**src/rtl/regfile_writeback.sv**
```systemverilog
// rtl/regfile_writeback.sv - register bank write-port driver merging ALU and load results
// Keeps a pending-load scoreboard that decode uses for RAW hazard stalls.
module regfile_writeback #(
  parameter int N     = 32,
  parameter int Bits  = 64,
  parameter int DEPTH = 4
) (
  input  logic                 clk,
  input  logic                 rst,
  input  logic                 alu_valid,
  input  logic [$clog2(N)-1:0] alu_rd,
  input  logic [Bits-1:0]      alu_data,
  input  logic                 ld_valid,
  output logic                 ld_ready,
  input  logic [$clog2(N)-1:0] ld_rd,
  input  logic [Bits-1:0]      ld_data,
  input  logic                 pend_set,
  input  logic [$clog2(N)-1:0] pend_rd,
  output logic [N-1:0]         pending,
  output logic [$clog2(N)-1:0] ptr_wr,
  output logic [Bits-1:0]      data_wr,
  output logic                 wr_en
);
  localparam int PW = $clog2(N);
  localparam int AW = $clog2(DEPTH);
  localparam int CW = AW + 1;

  logic [PW-1:0]   rd_mem   [DEPTH];
  logic [Bits-1:0] data_mem [DEPTH];
  logic [AW-1:0]   wr_ptr, rd_ptr;
  logic [CW-1:0]   count;

  logic fifo_empty, alu_win, ld_live, fifo_pop, bypass, push;
  logic [PW-1:0]   commit_rd;
  logic [N-1:0]    set_mask, clr_mask;

  // Ready is held low while reset is asserted even though count is already zero.
  assign ld_ready   = rst && (count < CW'(DEPTH));
  assign fifo_empty = (count == '0);
  assign alu_win    = alu_valid && (alu_rd != '0);
  assign ld_live    = ld_valid && ld_ready && (ld_rd != '0);
  assign fifo_pop   = !alu_win && !fifo_empty;
  assign bypass     = !alu_win && fifo_empty && ld_live;
  assign push       = ld_live && !bypass;
  assign commit_rd  = fifo_pop ? rd_mem[rd_ptr] : ld_rd;

  always_comb begin
    set_mask = '0;
    clr_mask = '0;
    if (pend_set && (pend_rd != '0))
      set_mask[pend_rd] = 1'b1;
    if (fifo_pop || bypass)
      clr_mask[commit_rd] = 1'b1;
  end

  always_ff @(posedge clk) begin
    if (push) begin
      rd_mem[wr_ptr]   <= ld_rd;
      data_mem[wr_ptr] <= ld_data;
    end
  end

  always_ff @(posedge clk or negedge rst) begin
    if (!rst) begin
      wr_ptr <= '0;
      rd_ptr <= '0;
      count  <= '0;
    end else begin
      if (push)
        wr_ptr <= wr_ptr + 1'b1;
      if (fifo_pop)
        rd_ptr <= rd_ptr + 1'b1;
      case ({push, fifo_pop})
        2'b10:   count <= count + 1'b1;
        2'b01:   count <= count - 1'b1;
        default: count <= count;
      endcase
    end
  end

  always_ff @(posedge clk or negedge rst) begin
    if (!rst) begin
      wr_en   <= 1'b0;
      ptr_wr  <= '0;
      data_wr <= '0;
      pending <= '0;
    end else begin
      wr_en <= alu_win || fifo_pop || bypass;
      if (alu_win) begin
        ptr_wr  <= alu_rd;
        data_wr <= alu_data;
      end else if (fifo_pop) begin
        ptr_wr  <= rd_mem[rd_ptr];
        data_wr <= data_mem[rd_ptr];
      end else if (bypass) begin
        ptr_wr  <= ld_rd;
        data_wr <= ld_data;
      end
      // A new issue to the same register outranks the commit of the older load.
      pending <= (pending & ~clr_mask) | set_mask;
    end
  end

endmodule

```
**config.mk**
```make
export PLATFORM = sky130hd
export DESIGN_NAME = regfile_writeback
export DESIGN_NICKNAME = d
export VERILOG_FILES = /design/src/rtl/regfile_writeback.sv
export SDC_FILE = /design/constraint.sdc
export NUM_CORES = 1
export LEC_CHECK = 0
export ABC_AREA = 0
export CORE_UTILIZATION = 40
export CTS_CLUSTER_SIZE = 10
export DETAILED_ROUTE_END_ITERATION = 10
export GPL_ROUTABILITY_DRIVEN = 0
export PLACE_DENSITY_LB_ADDON = 0.2
export SLEW_MARGIN = 20
export SYNTH_ARGS = -nofsm -noshare
export SYNTH_HDL_FRONTEND = slang
export SYNTH_SLANG_ARGS = --single-unit
```
**constraint.sdc**
```tcl
create_clock -name clk -period 7.3 [get_ports clk]
set_clock_uncertainty 0.2 [all_clocks]
set_input_delay 1.46 -clock clk [delete_from_list [all_inputs] [get_ports clk]]
set_output_delay 1.46 -clock clk [all_outputs]
set_load 0.005 [all_outputs]
```
==> results of run 1 <==
## worst paths after layout
path | start | endpoint | slack, ns | depth (start not counted)
worst max-delay path | rst | data_mem[2][49] | 2.57 | 6
worst min-delay path | data_wr[25] | data_wr[25] | 0.28 | 2
worst max register to register | count[2] | data_mem[2][49] | 3.63 | 5
worst min register to register | data_wr[25] | data_wr[25] | 0.28 | 2
max in group asynchronous | rst | data_wr[40] | 4.82 | 2
min in group asynchronous | rst | pending[27] | 0.78 | 1
## power by group
| group | switching [mW] | internal, mW |
|---|---|---|
| clock network | 0.831 | 1.18 |
| logic | 1.08 | 1.18 |
| registers | 0.256 | 2.77 |
| total | 2.16 | 5.12 |
## cells in the mapped netlist, drive strengths merged (4+ instances only)
cell type	instances	area share
inv	12	0.0028
a22oi	5	0.0024
nor3b	5	0.0024
mux4	69	0.098
nor2b	5	0.0020
nor3	10	0.0042
edfxtp	276	0.52
o21ai	96	0.030
nor2	14	0.0033
buf	36	0.012
o31ai	11	0.0055
xnor2	4	0.0022
and2	5	0.0020
clkbuf	31	0.0073
ha	5	0.0040
a21oi	132	0.042
nand2	266	0.063
dfrtp	109	0.17
## sequential cells by signal, summed over array words and instances (netlist names)
signal / cells
data_mem: 256
data_wr: 64
pending: 32
rd_mem: 20
ptr_wr: 5
count: 3
rd_ptr: 2
wr_ptr: 2
wr_en: 1
## metrics by stage
stage,hold WS [ns],utilization
after CTS,0.2817,0.5179
after global placement,0.2644,0.4842
after floorplan,0.2714,-
final,0.2764,0.5179
after global routing,0.3066,0.5179
after detailed placement,0.2701,0.4842
## metal layers
layer  vias to the layer above  wire length [um]  global-route usage
li1                       4698                 -                   -
met1                      4954             17280              0.2591
met2                       271             18200              0.3093
met3                        56              1964             0.03701
met4                         4               650             0.04798
met5                         -                21                   0
## layout make-up
| class | instances | area share |
|---|---|---|
| Sequential cell | 385 | 0.5482 |
| Antenna cell | 1 | 0.0001244 |
| Clock inverter | 5 | 0.001742 |
| Clock buffer | 78 | 0.06322 |
| Tap cell | 518 | 0.03223 |
| Multi-Input combinational cell | 667 | 0.2231 |
| Timing Repair Buffer | 263 | 0.1292 |
| Inverter | 12 | 0.002240 |
## logic make-up (layout without fill, tap and decap cells)
logic type,after synthesis,count (layout)
xor gates and xnor gates,6,6
other,0,1
and+or+nand+nor,320,320
buffers and inverters,79,358
adders and majority gates,6,6
muxes,71,71
AOI/OAI and AO/OA,264,264
DFF,385,385
## critical path: cells and delay by family
family / cells / cell delay (ns)
AOI/OAI and AO/OA: 2 / 1.03
buffers and inverters: 2 / 0.90
and+or+nand+nor: 2 / 1.27
## cell usage in the layout, fill, tap and decap left out, types with 2 or more instances in the layout
| master | netlist | layout |
|---|---|---|
| sky130_fd_sc_hd__edfxtp_1 | 276 | 276 |
| sky130_fd_sc_hd__nand2_1 | 266 | 266 |
| sky130_fd_sc_hd__clkdlybuf4s50_1 | 0 | 249 |
| sky130_fd_sc_hd__a21oi_1 | 132 | 132 |
| sky130_fd_sc_hd__dfrtp_1 | 109 | 107 |
| sky130_fd_sc_hd__o21ai_0 | 75 | 75 |
| sky130_fd_sc_hd__mux4_2 | 69 | 69 |
| sky130_fd_sc_hd__clkbuf_16 | 0 | 46 |
| sky130_fd_sc_hd__clkbuf_1 | 31 | 32 |
| sky130_fd_sc_hd__o21ai_1 | 21 | 21 |
| sky130_fd_sc_hd__nor2_1 | 14 | 14 |
| sky130_fd_sc_hd__buf_4 | 11 | 14 |
| sky130_fd_sc_hd__inv_1 | 12 | 12 |
| sky130_fd_sc_hd__o31ai_1 | 10 | 10 |
| sky130_fd_sc_hd__nor3_1 | 8 | 8 |
| sky130_fd_sc_hd__nor2b_1 | 5 | 5 |
| sky130_fd_sc_hd__nor3b_1 | 5 | 5 |
| sky130_fd_sc_hd__a22oi_1 | 5 | 5 |
| sky130_fd_sc_hd__ha_1 | 5 | 5 |
| sky130_fd_sc_hd__and2_4 | 0 | 4 |
| sky130_fd_sc_hd__xnor2_1 | 4 | 4 |
| sky130_fd_sc_hd__and4_1 | 3 | 3 |
| sky130_fd_sc_hd__a31oi_1 | 3 | 3 |
| sky130_fd_sc_hd__nand2b_1 | 3 | 3 |
| sky130_fd_sc_hd__clkinv_2 | 0 | 3 |
| sky130_fd_sc_hd__and3_1 | 2 | 2 |
| sky130_fd_sc_hd__a311oi_1 | 2 | 2 |
| sky130_fd_sc_hd__nor3_4 | 1 | 2 |
| sky130_fd_sc_hd__o22ai_1 | 2 | 2 |
| sky130_fd_sc_hd__o31a_1 | 3 | 2 |
| sky130_fd_sc_hd__nor4_1 | 2 | 2 |
| sky130_fd_sc_hd__mux2i_1 | 2 | 2 |
| sky130_fd_sc_hd__a221o_1 | 2 | 2 |
| sky130_fd_sc_hd__xor2_1 | 2 | 2 |
| sky130_fd_sc_hd__dfrtp_4 | 0 | 2 |
==> impl_metrics.prom, run 1 <==
# TYPE chip_impl_metric gauge
chip_impl_metric{name="clock_tree.buffer_depth",unit=""} 3
chip_impl_metric{name="p_leak",unit="nW"} 7.006
chip_impl_metric{name="ys_ff_latch",unit=""} 385
chip_impl_metric{name="timing.final.hold_violations",unit=""} 0
chip_impl_metric{name="synth_seq_area_share",unit=""} 0.6957
chip_impl_metric{name="die_width",unit="um"} 201.0
chip_impl_metric{name="async_reset_ff_frac",unit=""} 0.2831
chip_impl_metric{name="finalWirelength",unit="um"} 38120
chip_impl_metric{name="max_slew.worst_pin.slew",unit="ns"} 0.9887
chip_impl_info{name="cts-root-buf",value="sky130_fd_sc_hd__clkbuf_16"} 1
chip_impl_metric{name="synth_compound_area_frac",unit=""} 0.09056
chip_impl_info{name="synth_ff_type",value="sky130_fd_sc_hd__edfxtp_1"} 1
chip_impl_metric{name="fin_setup_tns",unit="ns"} 0
chip_impl_metric{name="clk-insertion-delay-late",unit="ns"} 0.53
chip_impl_metric{name="design.core.area",unit="sq um"} 38830
chip_impl_metric{name="worstPathRequired",unit="ns"} 7.32
chip_impl_metric{name="detailedPlace.worstSlack",unit="ns"} 1.940
chip_impl_metric{name="route.detailed.wl_per_inst",unit="um"} 19.76
chip_impl_info{name="critical_path_class",value="primary input to flop"} 1
chip_impl_metric{name="routed_via_density",unit=""} 5.175
chip_impl_info{name="timing.critical_path.cells",value="buf_4 -> nand3b_1 -> a21oi_1 -> a21boi_1 -> and2_4 -> buf_4"} 1
chip_impl_metric{name="yosys.area_share.adder",unit=""} 0.005215
chip_impl_metric{name="achievable-frequency",unit="MHz"} 211.6
chip_impl_metric{name="part_of_the_cycle_the_worst_path_needs",unit=""} 0.6473
chip_impl_metric{name="tritoncts.num_buffers",unit=""} 45
chip_impl_metric{name="grt_max_degree",unit=""} 71
chip_impl_metric{name="global_route.usage.total",unit=""} 0.1890
chip_impl_metric{name="clkSlewWorstSetupHoldPaths",unit="ns"} 0.06
chip_impl_metric{name="area_after_dpl",unit="sq um"} 18800
chip_impl_metric{name="synth_mux_area_frac",unit=""} 0.09941
chip_impl_metric{name="finalSetupViolCount",unit=""} 0
chip_impl_info{name="worst_setup_path_end_kind",value="flop"} 1
chip_impl_metric{name="timing.final.ws_setup",unit="ns"} 2.574
chip_impl_metric{name="synthesized_area_fraction_occupied_by_xor_and_xnor_cells",unit=""} 0.003319
chip_impl_metric{name="dr.first_iter.drc_count",unit=""} 532
chip_impl_metric{name="grt_overflow_total",unit=""} 0
chip_impl_metric{name="post_synth_simple_gate_area",unit=""} 0.08345
chip_impl_metric{name="cts_hold_buffers",unit=""} 0
chip_impl_metric{name="max-slew-margin-rel",unit=""} 0.3339
chip_impl_metric{name="multi_input_comb_area",unit="sq um"} 4487
chip_impl_metric{name="max_stage_delay",unit="ns"} 0.86
chip_impl_info{name="crit_top_cell",value="sky130_fd_sc_hd__buf_4"} 1
chip_impl_info{name="rsz_0062_raised_after_global_routing",value="no"} 1
chip_impl_metric{name="clock_sinks",unit=""} 385
chip_impl_metric{name="synth_enable_flop_cells",unit=""} 276
chip_impl_metric{name="ioPinCount",unit=""} 251
chip_impl_metric{name="via_count",unit=""} 9983
chip_impl_metric{name="detail_route.drc_violations",unit=""} 0
chip_impl_metric{name="grt_pass1_wl",unit="um"} 59800
chip_impl_metric{name="critical_path_peak_fanout",unit=""} 58
chip_impl_metric{name="synth_cells",unit=""} 1131
chip_impl_metric{name="reported_max_cap_violation_count",unit=""} 0
chip_impl_info{name="cts_tree",value="yes"} 1
chip_impl_metric{name="fin_crit",unit="ns"} 4.726
chip_impl_metric{name="filler_instances",unit=""} 3351
chip_impl_metric{name="postSynthAreaPerCell",unit="sq um"} 14.00
chip_impl_info{name="run_status",value="completed"} 1
chip_impl_metric{name="dp_cells",unit=""} 1845
chip_impl_metric{name="layout.nets",unit=""} 1528
chip_impl_metric{name="cts-htree-levels",unit=""} 2
chip_impl_metric{name="ir_worst_vdd",unit="uV"} 162.7
chip_impl_metric{name="cp_data_arrival_time",unit="ns"} 4.75
chip_impl_metric{name="layout-area-overhead-vs-synth",unit="%"} 27.00
chip_impl_metric{name="port-buffer-count",unit=""} 250
chip_impl_metric{name="ys.warnings.count",unit=""} 0
chip_impl_metric{name="synth.net_count",unit=""} 1285
chip_impl_info{name="min-delay-path-class",value="flop to flop"} 1
chip_impl_info{name="critical_path.slowest_cell",value="sky130_fd_sc_hd__and2_4"} 1
chip_impl_metric{name="slew_viol_final",unit=""} 0
chip_impl_metric{name="die_area",unit="sq um"} 40380
chip_impl_metric{name="netlist_area",unit="sq um"} 15830
chip_impl_metric{name="detailedPlacementHpwl",unit="um"} 23560
chip_impl_metric{name="power.density_cell_area",unit="nW/um^2"} 362.5
chip_impl_metric{name="fp-row-count",unit=""} 72
chip_impl_info{name="synth_top_family_by_area",value="multiplexers"} 1
chip_impl_metric{name="finish.instance_area",unit="sq um"} 20110
chip_impl_metric{name="starting_density_of_the_core",unit=""} 0.4078
chip_impl_info{name="timing.critical_path.from_type",value="primary input"} 1
chip_impl_metric{name="drt-pass1-iter-count",unit=""} 5
chip_impl_metric{name="grt_antenna_before_repair",unit=""} 3
chip_impl_metric{name="final-seq-area",unit="sq um"} 11020
chip_impl_metric{name="die_h",unit="um"} 201.0
chip_impl_metric{name="number_of_antenna_violating_nets_in_the_routed_design",unit=""} 0
chip_impl_metric{name="power",unit="mW"} 7.290
chip_impl_metric{name="number_of_global_route_vias_before_repair",unit=""} 10430
chip_impl_metric{name="post_synth_num_cell_types",unit=""} 48
chip_impl_metric{name="post_cts.resized_instances",unit=""} 0
chip_impl_metric{name="post_cts_buffers",unit=""} 0
chip_impl_metric{name="final-instance-count-excl-fill",unit=""} 1929
chip_impl_metric{name="final_layout_size_suffix_gt1_frac",unit=""} 0.1035
Note: power is estimated with default switching activity, not from simulation.
==> run 2: changes to the inputs <==
Clock period 7.3 ns to 3.86 ns, I/O delays scaled along.
==> run 2 against run 1 <==
Effect of this change:
- core utilization rose by 0.68 points
- cell count grew 0.93%
- power up 91%
- non-clock buffer count increased by 18
- clock power increased by 93%
- count of clock-buffer cells in the layout increased by 3
- largest power group unchanged
- critical path depth is 1 higher
==> impl_metrics.prom, run 2 (synthesized netlist as in run 1, its figures left out) <==
# TYPE chip_impl_metric gauge
chip_impl_metric{name="via_count",unit=""} 10030
chip_impl_metric{name="clk-insertion-delay-late",unit="ns"} 0.56
chip_impl_metric{name="finalSetupViolCount",unit=""} 0
chip_impl_metric{name="reported_max_cap_violation_count",unit=""} 0
chip_impl_metric{name="grt_antenna_before_repair",unit=""} 3
chip_impl_info{name="biggest_register",value="data_mem"} 1
chip_impl_metric{name="final_layout_size_suffix_gt1_frac",unit=""} 0.1162
chip_impl_metric{name="port-buffer-count",unit=""} 250
chip_impl_metric{name="cp_data_arrival_time",unit="ns"} 2.98
chip_impl_metric{name="slew_viol_final",unit=""} 0
chip_impl_metric{name="finalWirelength",unit="um"} 38780
chip_impl_metric{name="grt_max_degree",unit=""} 133
chip_impl_metric{name="layout.nets",unit=""} 1546
chip_impl_info{name="layout_commonest_cell",value="sky130_fd_sc_hd__edfxtp_1"} 1
chip_impl_metric{name="number_of_global_route_vias_before_repair",unit=""} 10410
chip_impl_metric{name="dp_cells",unit=""} 1863
chip_impl_info{name="worst_setup_path_end_kind",value="flop"} 1
chip_impl_info{name="rsz_0062_raised_after_global_routing",value="no"} 1
chip_impl_metric{name="clock_sinks",unit=""} 385
chip_impl_metric{name="detail_route.drc_violations",unit=""} 0
chip_impl_metric{name="finish.instance_area",unit="sq um"} 20370
chip_impl_metric{name="detailedPlacementHpwl",unit="um"} 24930
chip_impl_metric{name="final-instance-count-excl-fill",unit=""} 1947
chip_impl_metric{name="largest_register_ffs",unit=""} 256
chip_impl_metric{name="design.core.area",unit="sq um"} 38830
chip_impl_metric{name="clock_tree.buffer_depth",unit=""} 3
chip_impl_metric{name="drt-pass1-iter-count",unit=""} 5
chip_impl_metric{name="route.detailed.wl_per_inst",unit="um"} 19.92
chip_impl_info{name="min-delay-path-class",value="primary input to asynchronous set/reset pin"} 1
chip_impl_info{name="cts-root-buf",value="sky130_fd_sc_hd__clkbuf_16"} 1
chip_impl_metric{name="ioPinCount",unit=""} 251
chip_impl_metric{name="p_leak",unit="nW"} 7.133
chip_impl_metric{name="post_cts_buffers",unit=""} 0
chip_impl_metric{name="fin_setup_tns",unit="ns"} 0
chip_impl_metric{name="starting_density_of_the_core",unit=""} 0.4078
chip_impl_metric{name="die_width",unit="um"} 201.0
chip_impl_metric{name="part_of_the_cycle_the_worst_path_needs",unit=""} 0.7620
chip_impl_info{name="biggestRegsByFlops",value="data_mem: 256 flops, data_wr: 64 flops, pending: 32 flops"} 1
chip_impl_info{name="run_status",value="completed"} 1
chip_impl_metric{name="tritoncts.num_buffers",unit=""} 45
chip_impl_metric{name="grt_pass1_wl",unit="um"} 60710
chip_impl_metric{name="grt_overflow_total",unit=""} 0
chip_impl_metric{name="fin_crit",unit="ns"} 2.941
chip_impl_metric{name="max_slew.worst_pin.slew",unit="ns"} 0.9910
chip_impl_metric{name="area_after_dpl",unit="sq um"} 19020
chip_impl_metric{name="number_of_antenna_violating_nets_in_the_routed_design",unit=""} 0
chip_impl_metric{name="critical_path_peak_fanout",unit=""} 28
chip_impl_metric{name="dr.first_iter.drc_count",unit=""} 575
chip_impl_metric{name="routed_via_density",unit=""} 5.152
chip_impl_metric{name="max-slew-margin-rel",unit=""} 0.3324
chip_impl_metric{name="worstPathRequired",unit="ns"} 3.90
chip_impl_metric{name="timing.final.hold_violations",unit=""} 0
chip_impl_metric{name="global_route.usage.total",unit=""} 0.1948
chip_impl_metric{name="clkSlewWorstSetupHoldPaths",unit="ns"} 0.05
chip_impl_metric{name="worst-r2r-cell-count",unit=""} 6
chip_impl_metric{name="timing.hold.ws",unit="ns"} 0.2081
chip_impl_metric{name="power.density_cell_area",unit="nW/um^2"} 684.6
chip_impl_info{name="most-common-layout-cells",value="sky130_fd_sc_hd__edfxtp_1, sky130_fd_sc_hd__nand2_1, sky130_fd_sc_hd__clkdlybuf4s50_1"} 1
chip_impl_metric{name="die_h",unit="um"} 201.0
chip_impl_metric{name="achievable-frequency",unit="MHz"} 340.0
chip_impl_metric{name="layout-area-overhead-vs-synth",unit="%"} 28.66
chip_impl_metric{name="ir_worst_vdd",unit="uV"} 330.3
chip_impl_metric{name="cts_hold_buffers",unit=""} 0
chip_impl_metric{name="post_cts.resized_instances",unit=""} 0
chip_impl_metric{name="cts-htree-levels",unit=""} 2
chip_impl_metric{name="fp-row-count",unit=""} 72
chip_impl_info{name="timing.critical_path.from_type",value="primary input"} 1
chip_impl_metric{name="die_area",unit="sq um"} 40380
chip_impl_info{name="cts_tree",value="yes"} 1
chip_impl_info{name="critical_path_class",value="primary input to flop"} 1
[run 2: worst paths after layout]
path,from,endpoint,slack [ns]
max in group asynchronous,rst,data_wr[24],1.88
setup reg to reg,rd_ptr[0],pending[10],0.94
hold reg to reg,data_wr[60],data_wr[60],0.28
setup / recovery,ld_rd[0],data_mem[1][9],0.92
hold / removal,rst,pending[25],0.21
min in group clk,data_wr[60],data_wr[60],0.28
[run 2: power breakdown]
group	switching [mW]	internal, mW	total [mW]
Sequential	0.519	5.23	5.75
Clock	1.58	2.30	3.88
Combinational	2.03	2.29	4.32
[run 2: area by class of cell]
type                       count  area [sq um]
inverter                      12         45.04
timing repair buffer         281          2820
clock buffer                  81          1323
fill                        3284         18460
clock inverter                 2         23.77
multi-input combinational    667          4487
sequential                   385         11020
tap                          518         648.1
antenna                        1         2.502
[run 2: layer usage]
metal	routed length, um	share of wire	global-route usage
met5	17	0.00044	0
met1	17530	0.45	0.2696
met4	966	0.025	0.06543
met2	18220	0.47	0.3101
met3	2049	0.053	0.03669
[run 2: worst max-delay path, stage by stage]
cell	delay [ns]
sky130_fd_sc_hd__clkdlybuf4s50_1	0.66
sky130_fd_sc_hd__nor2_1	0.10
sky130_fd_sc_hd__a21oi_1	0.19
sky130_fd_sc_hd__a21boi_1	0.28
sky130_fd_sc_hd__buf_4	0.20
sky130_fd_sc_hd__and2_4	0.46
sky130_fd_sc_hd__buf_4	0.31
[run 2: through the flow]
step,utilization,setup slack (ns),total power [mW]
after CTS,0.5246,0.8913,14.15
after global placement,0.4899,0.3460,10.16
after detailed placement,0.4899,0.3395,10.22
after global routing,0.5247,0.6238,14.74
after floorplan,-,0.4409,8.111
final,0.5247,0.9187,13.95
